--- src/rtl/simple_machine_pkg.sv ---
// Shared definitions for the simple machine: instruction layout, opcodes and fetcher states.
package simple_machine_pkg;

   localparam int unsigned INSTR_W = 20;

   typedef logic [INSTR_W-1:0] instr_t;

   localparam logic [3:0] OP_NOP    = 4'h0;
   localparam logic [3:0] OP_HALT   = 4'hF;
   localparam instr_t     NOP_INSTR = '0;

   typedef enum logic [2:0] {
      FS_IDLE,
      FS_FETCH,
      FS_LOAD,
      FS_ISSUE,
      FS_EXEC,
      FS_HALT
   } fetch_state_e;

   function automatic logic [3:0] instr_op(input instr_t i);
      return i[19:16];
   endfunction

   function automatic logic [7:0] instr_a(input instr_t i);
      return i[15:8];
   endfunction

   function automatic logic [7:0] instr_b(input instr_t i);
      return i[7:0];
   endfunction

endpackage

--- src/rtl/instruction_fetcher.sv ---
// Walks the program ROM and hands one instruction at a time to the executor, retiring on Done.
// Optional single-step mode is enabled by defining FETCH_STEP_EN (adds the Step input).
module instruction_fetcher
   import simple_machine_pkg::*;
#(
   parameter int unsigned  P        = 4,
   parameter logic [P-1:0] RESET_PC = '0
) (
   input  logic               Clock,
   input  logic               ResetN,
   input  logic               Run,
`ifdef FETCH_STEP_EN
   input  logic               Step,
`endif
   output logic [P-1:0]       ProgAddr,
   input  logic [INSTR_W-1:0] ProgData,
   output logic [INSTR_W-1:0] OpCode,
   input  logic               Done,
   output logic [P-1:0]       Pc,
   output logic               Halted,
   output logic [15:0]        Retired
);

   fetch_state_e state_q, state_d;
   logic [P-1:0] pc_q, pc_d;
   instr_t       ir_q, ir_d;
   logic         halted_q, halted_d;
   logic [15:0]  retired_q, retired_d;
   logic         start_ok;
   logic         stay_busy;

`ifdef FETCH_STEP_EN
   // Single-step: every instruction needs its own Step while IDLE.
   assign start_ok  = Run & Step;
   assign stay_busy = 1'b0;
`else
   assign start_ok  = Run;
   assign stay_busy = Run;
`endif

   always_ff @(posedge Clock or negedge ResetN) begin
      if (!ResetN) begin
         state_q   <= FS_IDLE;
         pc_q      <= RESET_PC;
         ir_q      <= NOP_INSTR;
         halted_q  <= 1'b0;
         retired_q <= '0;
      end else begin
         state_q   <= state_d;
         pc_q      <= pc_d;
         ir_q      <= ir_d;
         halted_q  <= halted_d;
         retired_q <= retired_d;
      end
   end

   always_comb begin
      state_d   = state_q;
      pc_d      = pc_q;
      ir_d      = ir_q;
      halted_d  = halted_q;
      retired_d = retired_q;
      unique case (state_q)
         FS_IDLE: begin
            if (start_ok) state_d = FS_FETCH;
         end
         FS_FETCH: state_d = FS_LOAD;
         FS_LOAD: begin
            ir_d = ProgData;
            // HALT leaves Pc on the HALT word itself.
            if (instr_op(ProgData) == OP_HALT) begin
               halted_d = 1'b1;
               state_d  = FS_HALT;
            end else begin
               pc_d    = pc_q + P'(1);
               state_d = FS_ISSUE;
            end
         end
         FS_ISSUE: state_d = FS_EXEC;
         FS_EXEC: begin
            if (Done) begin
               retired_d = retired_q + 16'd1;
               state_d   = stay_busy ? FS_FETCH : FS_IDLE;
            end
         end
         FS_HALT: state_d = FS_HALT;
         default: state_d = FS_IDLE;
      endcase
   end

   // Masking OpCode as soon as Done rises keeps the executor from restarting the same instruction.
   always_comb begin
      OpCode = NOP_INSTR;
      unique case (state_q)
         FS_ISSUE: OpCode = ir_q;
         FS_EXEC:  OpCode = Done ? NOP_INSTR : ir_q;
         default:  OpCode = NOP_INSTR;
      endcase
   end

   assign ProgAddr = pc_q;
   assign Pc       = pc_q;
   assign Halted   = halted_q;
   assign Retired  = retired_q;

endmodule
--- config.mk ---
export PLATFORM = sky130hd
export DESIGN_NAME = instruction_fetcher
export DESIGN_NICKNAME = d
export VERILOG_FILES = /design/src/rtl/simple_machine_pkg.sv /design/src/rtl/instruction_fetcher.sv
export SDC_FILE = /design/constraint.sdc
export NUM_CORES = 1
export LEC_CHECK = 0
export ABC_AREA = 1
export CORE_ASPECT_RATIO = 0.8
export CORE_MARGIN = 2
export CORE_UTILIZATION = 61
export DETAILED_ROUTE_END_ITERATION = 8
export DONT_BUFFER_PORTS = 1
export MAX_ROUTING_LAYER = met4
export PLACE_DENSITY = 0.87
export RECOVER_POWER = 50
export SLEW_MARGIN = 20
export SYNTH_ARGS = -nofsm -noshare
export SYNTH_HDL_FRONTEND = slang
export SYNTH_SLANG_ARGS = --single-unit
--- constraint.sdc ---
create_clock -name Clock -period 3.45 [get_ports Clock]
set_input_delay 0.69 -clock Clock [delete_from_list [all_inputs] [get_ports Clock]]
set_output_delay 0.69 -clock Clock [all_outputs]
set_load 0.05 [all_outputs]
==> impl_results.md <==
* Antenna Nets Post-Route at 0
* # diodes at 0
* Port Buffer Count at 0
* CTS max path bufs at 2
* Avg Inst Size Synth at 8.209 sq um
* Initial antenna violation count at 0
* Ys async rst share at 100.0%
* Post-route setup slack at 0.8520 ns
* Largest fanout on the critical path at 20
* Fillers at 261
* Final-report max-slew violation count at 46
* Synthesized-area fraction occupied by adder cells at 1.163%
* Initial detailed-routing violation count at 120
* Outcome: finished with violations
* Commonest non-fill, non-tap cell in the layout: nand2_1
* Chip height at 57.11 um
* NumNets Final at 305
* Initial Util at 63.27%
* Most frequent cells in the layout: nand2_1, dfrtp_1, inv_1
* #FFs+latches synth at 44
* Largest family of logic cells by synthesized area: simple AND/OR/NAND/NOR gates
* Sequential Area at 1101 sq um
* Finished Layout Cells at 322
* Clock skew at 0.007131 ns
* CP endpoint kind: output port
* Average vias per placed instance at 5.165
* Worst hold path type: in -> async
* I/O pin count at 69
* Pre-Repair DR Iteration Count at 4
* Setup total negative slack at 0 ns
* Post-synthesis mux area share at 0%
* Overflow after GRT at 0
* Cell family with the largest share of critical-path delay: simple AND/OR/NAND/NOR gates
* TritonCTS buffer count at 5
* Synth Area in XOR/XNOR at 4.887%
* Maximum VDD drop at 0.7497 mV
* RSZ-0062 raised after global routing: false
* Slew HR at -1.431%
* Crit path buf inv count at 2
* Synthesized area at 2151 sq um
* Synth Flop Type: dfrtp_1
* WL per Instance at 12.71 um
* Clk sink count at 44
* Crit-path cells: nor2_1, nand3_1, nand2_1, inv_1, nor2_1, buf_4
* Largest net degree at the start of global routing at 46
* Leakage at 1.180 nW
* Post-Synth Simple-Gate Area at 26.99%
* Number of global-route vias before repair at 1,623
* Syn_nets at 288
* RR Startpoint: state_q[2]
* Post-synth EDFFs at 0
* Seq/Total Area, Yosys at 51.19%
* Gp weighted congestion at 0.8458
* CP most frequent cell: nor2_1
* Synth-to-Final Area Change at 10.47%
* Yosys warns at 0
* Multi-input combinational cell area at 814.5 sq um
* Post_cts resized at 0
* Synth Area in Compound Gates at 5.759%
* R2r endpoint: Pc[0]
* Detailed Route WL at 4093 um
* Die area at 4020 sq um
* R2r setup slk at 0.97 ns
* Layout cells sized above 1 at 11.79%
* Pre-CTS worst setup slack at 1.126 ns
* Endpoints failing setup at 0
* CP peak stage delay at 0.45 ns
* F_max at 384.9 MHz
* Crit-path slowest cell: dfrtp_1
* PwrDens at 890.0 nW/um^2
* Data arrival time of the critical path at 1.91 ns
* Distinct cell type count after synthesis at 21
* Post-synth top area cell: dfrtp_1
* GRT Overall Usage at 23.10%
* Slew @ Worst Pin at 1.521 ns
* Failing checks: max-capacitance violations, max-slew violations
* H-Tree Depth at 2
* Crit path launch type: flop
* Cts hold-fix bufs at 0
* First-pass GRT wire length at 7107 um
* Final Cycle Share at 75.31%
* Placed cells at 314
* Core Rows at 19
* DRC at 0
* Top-area cell type share of the netlist area at 51.19%
* TritonCTS clock tree: yes
* CTS root buffer: clkbuf_8
* Worst skew pair latency at 0.29 ns
* WS Path Type: reg -> out
* CP required at 2.76 ns
* Tot Pwr at 2.115 mW
* Max Cap Viol at 1
* Hpwl dp at 2956 um
* Most area-consuming cells after synthesis: dfrtp_1, nand2_1, inv_1
* Clock transition at path regs at 0.09 ns
* Core area at 3400 sq um
* Minimum clock period at 2.598 ns
* Worst reg-to-reg path cell count at 4
* Via count at 1,663
* Cell count after synthesis at 262
* Final hold violation count at 0
* Die width at 70.39 um
* Postcts setup bufs at 0
==> Yosys cell counts (3+ instances only) <==
cell / n
o21ai_0: 21
nor2_1: 34
xor2_1: 4
dfrtp_1: 44
inv_1: 37
nand3_1: 14
nor2_4: 3
buf_4: 7
nand4_1: 7
xnor2_1: 8
nand2_1: 69
==> registers in the layout, summed over array words and instances (netlist names) <==
register  cells
ir_q         20
state_q       3
Retired      16
Halted        1
Pc            4
==> area by class of cell <==
class                           count  area share [%]
Multi-Input combinational cell    169           34.28
Clock buffer                        5           2.896
Timing Repair Buffer               21           6.477
Sequential cell                    44           46.34
Clock inverter                      3           1.790
Tap cell                           42           2.212
Inverter                           38           6.003
==> cell families (layout without fill, tap and decap cells) <==
family	after synthesis	count (layout)
AOI/OAI and AO/OA	24	24
adders and majority gates	2	2
buffers and inverters	49	67
and+or+nand+nor	131	131
DFF	44	44
xor gates and xnor gates	12	12
==> metal layers <==
layer  part of all wire [%]  vias to the layer above  wire, um  global-route usage (%)
met5                      0                        -         0                       -
met4                    1.2                        0        48                   8.791
met3                    6.3                        7       259                   7.244
met2                     47                       56      1937                   34.91
met1                     45                      764      1848                   29.52
li1                       -                      836         -                       -
==> how the worst max path moves through the flow <==
| stage | from | endpoint | slack [ns] | cells past startpoint |
|---|---|---|---|---|
| 3_3_place_gp | Done | OpCode[19] | 1.15 | 6 |
| 5_1_grt | state_q[2] | Pc[0] | 0.65 | 4 |
| 2_1_floorplan | Done | OpCode[0] | 1.03 | 6 |
| 3_5_place_dp | Done | OpCode[17] | 1.13 | 6 |
| 6_report | state_q[0] | OpCode[18] | 0.85 | 6 |
| 4_1_cts | state_q[2] | OpCode[17] | 0.88 | 6 |
==> stage by stage <==
stage	hold WS, ns	utilization [%]	cell area [sq um]
floorplan	0.3944	-	2151
global placement	0.3951	67.32	2288
detailed placement	0.3949	67.32	2288
CTS	0.07329	70.59	2400
global route	0.05834	69.89	2376
finish	0.08116	69.89	2376
==> where the power goes <==
| group | switching (mW) | total, mW | leakage [nW] | internal, mW |
|---|---|---|---|---|
| Combinational | 0.494 | 0.714 | 0.574 | 0.220 |
| Sequential | 0.330 | 1.01 | 0.552 | 0.683 |
| Clock | 0.174 | 0.389 | 0.0541 | 0.214 |
(Power assumes the default switching activity.)
